File: src/rtl/addsub_arbiter.sv
// ---------------------------------------------------------------------------
// addsub_arbiter
//
// Purpose:
//   Shares a single saturating add/sub datapath between two requesters.
//   A round-robin arbiter picks one requester at a time. The winner's operands
//   are captured, and the result is registered one cycle later. A done pulse
//   tags the result with the owning requester's ID.
//
//   Supported operations (opN):
//     00 : WIDTH-bit signed add, saturating to MAX/MIN
//     01 : WIDTH-bit signed subtract A-B, saturating to MAX/MIN
//     10 : WIDTH/4 independent signed 4-bit lane adds, each saturating
//     11 : bitwise XOR, never overflows
//
// Ports:
//   clk          system clock, rising edge active
//   rst_n        asynchronous active-low reset
//   req0/req1    level requests, held until the matching gnt is seen
//   A0/B0/op0    requester 0 operands and opcode
//   A1/B1/op1    requester 1 operands and opcode
//   gnt0/gnt1    one-cycle pulse: that requester's operands were captured
//   done         one-cycle pulse: Sum/Ovfl/done_id are valid
//   done_id      requester that owns the current result
//   Sum          result, holds until the next done
//   Ovfl         saturation flag, holds with Sum
//
// WIDTH must be a multiple of 4 so that the nibble mode has whole lanes.
// ---------------------------------------------------------------------------
module addsub_arbiter #(
  parameter int WIDTH = 16
) (
  input  logic             clk,
  input  logic             rst_n,
  input  logic             req0,
  input  logic [WIDTH-1:0] A0,
  input  logic [WIDTH-1:0] B0,
  input  logic [1:0]       op0,
  input  logic             req1,
  input  logic [WIDTH-1:0] A1,
  input  logic [WIDTH-1:0] B1,
  input  logic [1:0]       op1,
  output logic             gnt0,
  output logic             gnt1,
  output logic             done,
  output logic             done_id,
  output logic [WIDTH-1:0] Sum,
  output logic             Ovfl
);

  localparam int LANES = WIDTH / 4;
  localparam logic [WIDTH-1:0] SAT_MAX = {1'b0, {(WIDTH-1){1'b1}}};
  localparam logic [WIDTH-1:0] SAT_MIN = {1'b1, {(WIDTH-1){1'b0}}};

  typedef enum logic [1:0] {
    IDLE = 2'd0,
    BUSY = 2'd1,
    DONE = 2'd2
  } state_t;

  state_t           state;

  // Operands latched from the winning requester at the arbitration edge.
  logic [WIDTH-1:0] a_q;
  logic [WIDTH-1:0] b_q;
  logic [1:0]       op_q;
  logic             owner_q;

  // rr_ptr records the last requester served. rr_valid stays low until the
  // first grant after reset. While rr_valid is low, a tie goes to
  // requester 0 instead of to "not rr_ptr".
  logic             rr_ptr;
  logic             rr_valid;

  logic             pick_valid;
  logic             pick_id;

  logic [WIDTH-1:0] alu_sum;
  logic             alu_ovfl;
  logic [WIDTH:0]   arith;
  logic [4:0]       lane;

  // Full-width signed add or subtract with saturation.
  // The subtract is done as A + ~B + 1. The overflow rule is the usual one:
  // both addend signs match, and the raw result sign differs from them.
  // The saturation direction follows the sign of A.
  // Return value is {overflow, result}.
  function automatic logic [WIDTH:0] sat_addsub(
    input logic [WIDTH-1:0] a,
    input logic [WIDTH-1:0] b,
    input logic             sub
  );
    logic [WIDTH-1:0] b_eff;
    logic [WIDTH-1:0] raw;
    logic             ovf;
    b_eff = sub ? ~b : b;
    raw   = a + b_eff + {{(WIDTH-1){1'b0}}, sub};
    ovf   = (a[WIDTH-1] == b_eff[WIDTH-1]) && (raw[WIDTH-1] != a[WIDTH-1]);
    if (ovf)
      sat_addsub = {1'b1, (a[WIDTH-1] ? SAT_MIN : SAT_MAX)};
    else
      sat_addsub = {1'b0, raw};
  endfunction

  // One signed 4-bit lane add that saturates to 0x7 or 0x8.
  // Return value is {overflow, lane_result}.
  function automatic logic [4:0] lane_add(
    input logic [3:0] a,
    input logic [3:0] b
  );
    logic [3:0] raw;
    raw = a + b;
    if ((a[3] == b[3]) && (raw[3] != a[3]))
      lane_add = {1'b1, (a[3] ? 4'h8 : 4'h7)};
    else
      lane_add = {1'b0, raw};
  endfunction

  // Arbitration decision. It is only acted on in IDLE or DONE.
  // With a single request there is no choice to make. On a tie, the
  // requester that was not served last wins, so neither side can starve.
  always_comb begin
    pick_valid = req0 | req1;
    if (req0 && req1)
      pick_id = rr_valid ? ~rr_ptr : 1'b0;
    else
      pick_id = req1;
  end

  // The datapath works on the latched operands during BUSY.
  // Its result is registered into Sum/Ovfl on the BUSY->DONE edge.
  // Nibble mode builds each lane on its own, so no carry crosses lanes.
  always_comb begin
    alu_sum  = '0;
    alu_ovfl = 1'b0;
    arith    = '0;
    lane     = '0;
    case (op_q)
      2'b00, 2'b01: begin
        arith    = sat_addsub(a_q, b_q, op_q[0]);
        alu_sum  = arith[WIDTH-1:0];
        alu_ovfl = arith[WIDTH];
      end
      2'b10: begin
        for (int i = 0; i < LANES; i++) begin
          lane             = lane_add(a_q[4*i +: 4], b_q[4*i +: 4]);
          alu_sum[4*i +: 4] = lane[3:0];
          alu_ovfl         = alu_ovfl | lane[4];
        end
      end
      default: begin
        alu_sum  = a_q ^ b_q;
        alu_ovfl = 1'b0;
      end
    endcase
  end

  // Control FSM. All outputs are registered here.
  // gnt and done are single-cycle pulses, so they default low every cycle.
  // Arbitration also runs in DONE, which sustains one op every two cycles.
  // Reset is asynchronous: an op in flight is dropped, and no gnt or done
  // follows for it.
  always_ff @(posedge clk or negedge rst_n) begin
    if (!rst_n) begin
      state    <= IDLE;
      gnt0     <= 1'b0;
      gnt1     <= 1'b0;
      done     <= 1'b0;
      done_id  <= 1'b0;
      Sum      <= '0;
      Ovfl     <= 1'b0;
      a_q      <= '0;
      b_q      <= '0;
      op_q     <= 2'b00;
      owner_q  <= 1'b0;
      rr_ptr   <= 1'b0;
      rr_valid <= 1'b0;
    end else begin
      gnt0 <= 1'b0;
      gnt1 <= 1'b0;
      done <= 1'b0;
      case (state)
        IDLE, DONE: begin
          if (pick_valid) begin
            state    <= BUSY;
            a_q      <= pick_id ? A1 : A0;
            b_q      <= pick_id ? B1 : B0;
            op_q     <= pick_id ? op1 : op0;
            owner_q  <= pick_id;
            gnt0     <= ~pick_id;
            gnt1     <= pick_id;
            rr_ptr   <= pick_id;
            rr_valid <= 1'b1;
          end else begin
            state <= IDLE;
          end
        end
        BUSY: begin
          state   <= DONE;
          Sum     <= alu_sum;
          Ovfl    <= alu_ovfl;
          done_id <= owner_q;
          done    <= 1'b1;
        end
        default: begin
          state <= IDLE;
        end
      endcase
    end
  end

endmodule

File: config.mk
export PLATFORM = sky130hd
export DESIGN_NAME = addsub_arbiter
export DESIGN_NICKNAME = d
export VERILOG_FILES = /design/src/rtl/addsub_arbiter.sv
export SDC_FILE = /design/constraint.sdc
export NUM_CORES = 1
export LEC_CHECK = 0
export CORE_MARGIN = 2
export CORE_UTILIZATION = 52
export DETAILED_ROUTE_END_ITERATION = 8
export GPL_ROUTABILITY_DRIVEN = 0
export HOLD_SLACK_MARGIN = 0.1
export MAX_ROUTING_LAYER = met4
export PLACE_DENSITY = 0.82
export SETUP_SLACK_MARGIN = 0.4
export SLEW_MARGIN = 10
export SYNTH_ARGS = -nofsm -noshare
export SYNTH_HDL_FRONTEND = slang
export SYNTH_SLANG_ARGS = --single-unit
export TNS_END_PERCENT = 10
File: constraint.sdc
create_clock -name clk -period 4.18 [get_ports clk]
set_input_delay 0.627 -clock clk [delete_from_list [all_inputs] [get_ports clk]]
set_output_delay 0.627 -clock clk [all_outputs]
set_load 0.05 [all_outputs]
## After elaboration in Yosys (flattened, before gate mapping)

Cells that the tools add are included.

| word-level totals | value |
|---|---|
| bits of input ports | 72 |
| register bits after elaboration | 59 |

| cells by class | value |
|---|---|
| mux-type cells | 29 |
| add/subtract/negate cells | 6 |
| bitwise gates (word level) | 8 |
| eq/ne operators | 14 |
| reductions and logical operators | 11 |

Operators with widths:

| operator | count |
|---|---|
| $mux 16 | 4 |
| $mux 5 | 8 |
| $pmux 16 s2 | 1 |
| $mux 17 | 1 |
| $add 16x1->16 | 1 |
| $add 16x16->16 | 1 |
| $add 4x4->4 | 4 |
| $mux 4 | 4 |
| $not 16->16 | 1 |
| $xor 16x16->16 | 1 |
| $mux 1 | 8 |
| $logic_and 1x1->1 | 6 |
| $eq 1x1->1 | 5 |
| $ne 1x1->1 | 5 |
| $eq 2x1->1 const B | 2 |
| $eq 2x2->1 const B | 2 |
| $logic_not 2->1 | 2 |
| $or 1x1->1 | 4 |
| $pmux 2 s2 | 1 |
| $reduce_or 2->1 | 2 |
| $mux 2 | 1 |
| $not 1->1 | 2 |
| $pmux 1 s2 | 1 |
| $reduce_and 2->1 | 1 |

## Logic depth before layout (Yosys ltp)

| depth | value |
|---|---|
| depth after elaboration | 9 |
| depth in mapped cells | 13 |
| gate-level depth less buffers | 10 |

## Worst setup path before layout

OpenSTA, ideal clock, no wires.

| timing | value |
|---|---|
| kind | reg2reg |
| start point | register op_q[0] |
| end point | register Sum[10] |
| cell stages (with the launch flop) | 14 |
| arrival | 2.985 ns |
| required time | 4.096 ns |
| path buffers | 4 |
| setup slack | 1.111 ns |
| clock period less this slack | 3.069 ns |
| cell sequence | dfrtp_1 buf_6 clkbuf_1 buf_2 xor2_1 ha_1 buf_2 nand3_1 nor2_1 a221o_2 nor2_8 mux2i_4 o21ai_2 a41oi_2 |

| on the way | value |
|---|---|
| word-level cells in the longest chain between the ends | 7 |
| elaborated cells between the ends (all ways) | 12 |
| those cells by class | add/sub (2); eq/ne (4); mux (3); reduce/logical (3) |

RTL lines:

| what | line | text |
|---|---|---|
| from (decl) | 66 | `logic [1:0] op_q;` |
| from (signal assigned) | 188 | `op_q <= pick_id ? op1 : op0;` |
| $mux 16 | 96 | `b_eff = sub ? ~b : b;` |
| $add 16x16->16 | 97 | `raw = a + b_eff + {{(WIDTH-1){1'b0}}, sub};` |
| $add 16x1->16 | 97 |  |
| $ne 1x1->1 | 98 | `ovf = (a[WIDTH-1] == b_eff[WIDTH-1]) && (raw[WIDTH-1] != a[WIDTH-1]);` |
| $logic_and 1x1->1 | 98 |  |
| $mux 17 | 99 | `if (ovf)` |
| $pmux 16 s2 (*) | 138 | `case (op_q)` |
| to (signal assigned) | 200 | `Sum <= alu_sum;` |
| to (decl) | 47 | `output logic [WIDTH-1:0] Sum,` |

Mark *: on every way between the ends. The rest lies on a longest branch, timed or not.
A chain may end at the register's enable or synchronous reset.

## Final worst setup path

Ends and elaborated chain as after synthesis.

==> reports/qor.txt <==
=================================================================================
Outcome                                                              finished clean
Max Clock Freq                                                          0.302 GHz
Remaining routing DRC violations                                                0
Floorplan Core Area                                                     8180 um^2
Data arrival time at the worst-slack endpoint                             3.57 ns
Share of power burned in the clock network                                  0.162
Combinational power share                                                   0.595
Number of rows created at floorplan                                            33
Post-cts repair resize count                                                    0
Worst max-slew margin expressed relative to the limit                       0.451
Number of distinct library cells after synthesis                               61
CP Class                                                               reg -> reg
Quantity of hold-fixing buffers added after cts                                 0
Die span in x                                                             95.6 um
Register clock-pin slew on the reported worst setup and hold paths        0.07 ns
Synth top area share                                                        0.332
Transition time of the tightest slew-check pin                           0.823 ns
Post-synth ARST share                                                        1.00
Post-detailed-routing wire length                                        10900 um
Critical path data required time                                          4.44 ns
First-pass GRT wire length                                               18000 um
Sequential share of power                                                   0.243
Avg Vias per Cell                                                            5.93
Fin. Hold Viols                                                                 0
Number of antenna-violating nets in the routed design                           0
Total negative slack                                                         0 ns
Proportion of layout cells with a drive suffix above 1                     0.0643
Combined global-route utilization of all metal layers                       0.261
Effective utilization at floorplan                                          0.534
Max Root-Sink Buffers                                                           2
Final slew viol count                                                           0
Number of flops mapped to enable cells by yosys                                 0
Leak Pwr                                                                  2.47 nW
# setup viols final                                                             0
Maximum vdd ir drop                                                    0.000240 V
Maximum level of the CTS H-tree                                                 3
Beginning of the critical path                                            op_q[0]
Initial antenna violation count                                                 0
Proportion of synthesized chip area in sequential cells                     0.332
Setup repair after global routing missed its margin                         false
Floorplan die area                                                      9150 um^2
Vias in the first global route                                               3694
Share of the clock period used by the worst path                            0.792
Routed via count                                                             4033
Setup crit end kind                                                          flop
Final net count                                                               674
Buffer count from post-CTS setup fixing                                         0
Mean post-synth cell area                                               8.86 um^2
Insertion delay of the later-clocked pin in the worst-skew pair           0.34 ns
Clock net sink count                                                           58
# port buffers                                                                 92
Reported max-cap violation count                                                0
Synth Warn #                                                                    0
Top cell types by occurrence after synthesis                         sky130_fd_sc_hd__dfrtp_1 (58), sky130_fd_sc_hd__nand2_1 (58), sky130_fd_sc_hd__o21ai_0 (56)
Post-route clock skew                                                  0.00594 ns
Aggregate global routing overflow                                               0
Maximum number of pins on one net before global-route repair                   57
Post-synthesis sequential element count                                        58
Reg-to-Reg Start                                                          op_q[0]
Count of boundary I/O pins                                                     93
Net Count, Synth                                                              597
Post-Syn Instances                                                            493
Sum of net half-perimeters after detailed placement                       8430 um
Switching portion of total power                                            0.470
Psw                                                                       1.78 mW
Maximum fanout encountered on the critical timing path                         21
Cts bufs inserted                                                               9
Synth top area cells                                                 sky130_fd_sc_hd__dfrtp_1 (33%), sky130_fd_sc_hd__ha_1 (7.7%), sky130_fd_sc_hd__mux2i_1 (6.4%), sky130_fd_sc_hd__o21ai_0 (6.4%), sky130_fd_sc_hd__nand2_1 (5.0%)
Min-Delay Path Class                                                  in -> async
Iteration-0 DRC Markers                                                       332
Average routed wire per standard cell                                     16.1 um
Buffer type at the clock tree root                                   sky130_fd_sc_hd__clkbuf_8
Top flip-flop cell by instance count after synthesis                 sky130_fd_sc_hd__dfrtp_1
CTS tree                                                                     done
Biggest area consumer among synthesized cells                        sky130_fd_sc_hd__dfrtp_1
Post-route minimum period                                                 3.31 ns
Synthesis-to-layout area growth                                             27.6%
CP Launch Type                                                               flop
Power density over the cells                                          679 nW/um^2
Count of inserted antenna diode cells                                           0
Total iterations of the first detailed-routing run                              5
Core occupancy in the finished layout                                       0.682
Cell area after technology mapping                                      4370 um^2
Cell-internal power                                                       2.00 mW
Vertical die dimension                                                    95.6 um
=================================================================================
## kinds of logic (layout without fill, tap and decap cells)
kind of cell             Yosys count  in the layout  synth area share
AO/OA/AOI/OAI                    163            163             0.246
XOR/XNOR                          30             30            0.0602
adder cells (fa/ha/maj)           33             33             0.103
buffers and inverters             48            130            0.0467
flip-flops                        58             58             0.332
multiplexers                      30             30            0.0745
AND/OR/NAND/NOR                  131            131             0.138
## final timing paths
kind	endpoint	cells after the start	slack, ns
setup / recovery	Sum[10]	10	0.87
setup reg to reg	Sum[10]	10	0.87
max in group asynchronous	b_q[13]	2	3.05
min in group clk	done_id	2	0.48
hold reg to reg	done_id	2	0.48
hold / removal	b_q[10]	1	0.30
## critical path, cell delays in order (launching register included)
cell	delay [ns]
sky130_fd_sc_hd__dfrtp_1	0.88
sky130_fd_sc_hd__buf_4	0.37
sky130_fd_sc_hd__xor2_1	0.19
sky130_fd_sc_hd__ha_1	0.27
sky130_fd_sc_hd__inv_1	0.09
sky130_fd_sc_hd__nor2_1	0.08
sky130_fd_sc_hd__a221o_2	0.44
sky130_fd_sc_hd__nor2_8	0.19
sky130_fd_sc_hd__mux2i_4	0.40
sky130_fd_sc_hd__o21ai_2	0.11
sky130_fd_sc_hd__a41oi_2	0.20
## stage by stage
step | area (um^2) | hold WS (ns) | instances | total power [mW] | worst slack [ns]
2_1_floorplan | 4370 | 0.331 | 493 | 2.52 | 1.11
3_3_place_gp | 5330 | 0.456 | 664 | 3.05 | 1.05
3_5_place_dp | 5330 | 0.454 | 664 | 3.13 | 0.919
4_1_cts | 5570 | 0.329 | 680 | 3.76 | 0.894
5_1_grt | 5570 | 0.366 | 680 | 4.02 | 0.718
6_report | 5570 | 0.301 | 680 | 3.78 | 0.871
## sequential cells by signal, summed over array words and instances (netlist names), 2 cells and up
name and count:
op_q 2, Sum 16, a_q 16, b_q 16
## metal layers
layer / global-route usage / share of wire / up-vias
li1: - / - / 1931
met1: 0.356 / 0.43 / 1904
met2: 0.401 / 0.47 / 174
met3: 0.0348 / 0.073 / 24
met4: 0.0917 / 0.020 / 0
met5: - / 0 / -
## cells in the final DEF (no fill, tap or decap), drive strengths merged, types with 4 or more instances in the layout
master         Yosys  layout
inv               17      17
o21bai             4       4
clkbuf            19      12
nor3              12      12
and2               6       6
a21oi             33      33
xor2              23      23
fa                 5       5
a21o               8       8
o21ai             68      68
clkdlybuf4s50      0      91
a211oi             5       5
nor2b              5       5
nor2              30      30
dfrtp             58      58
buf               12       6
a222oi             7       7
mux2i             30      30
nand3              6       6
nand2             58      58
a221oi             6       6
nand2b             7       7
ha                27      27
xnor2              7       7
## area by class of cell
cell class | count | area, um^2
repair buffers | 97 | 953
flip-flops and latches | 58 | 1450
inverters | 17 | 63.8
multi-input cells | 387 | 2730
well taps | 105 | 131
fillers | 638 | 2600
clock buffers | 12 | 165
clock inverters | 4 | 72.6
## power by group through the flow
stage	Clock, mW	Combinational [mW]	Sequential [mW]
after floorplan	0	1.38	1.14
after global placement	0	2.14	0.910
after detailed placement	0	2.20	0.925
after CTS	0.618	2.23	0.915
after global routing	0.638	2.44	0.942
final	0.612	2.25	0.918
No activity file was read; power rests on OpenSTA's default activity.
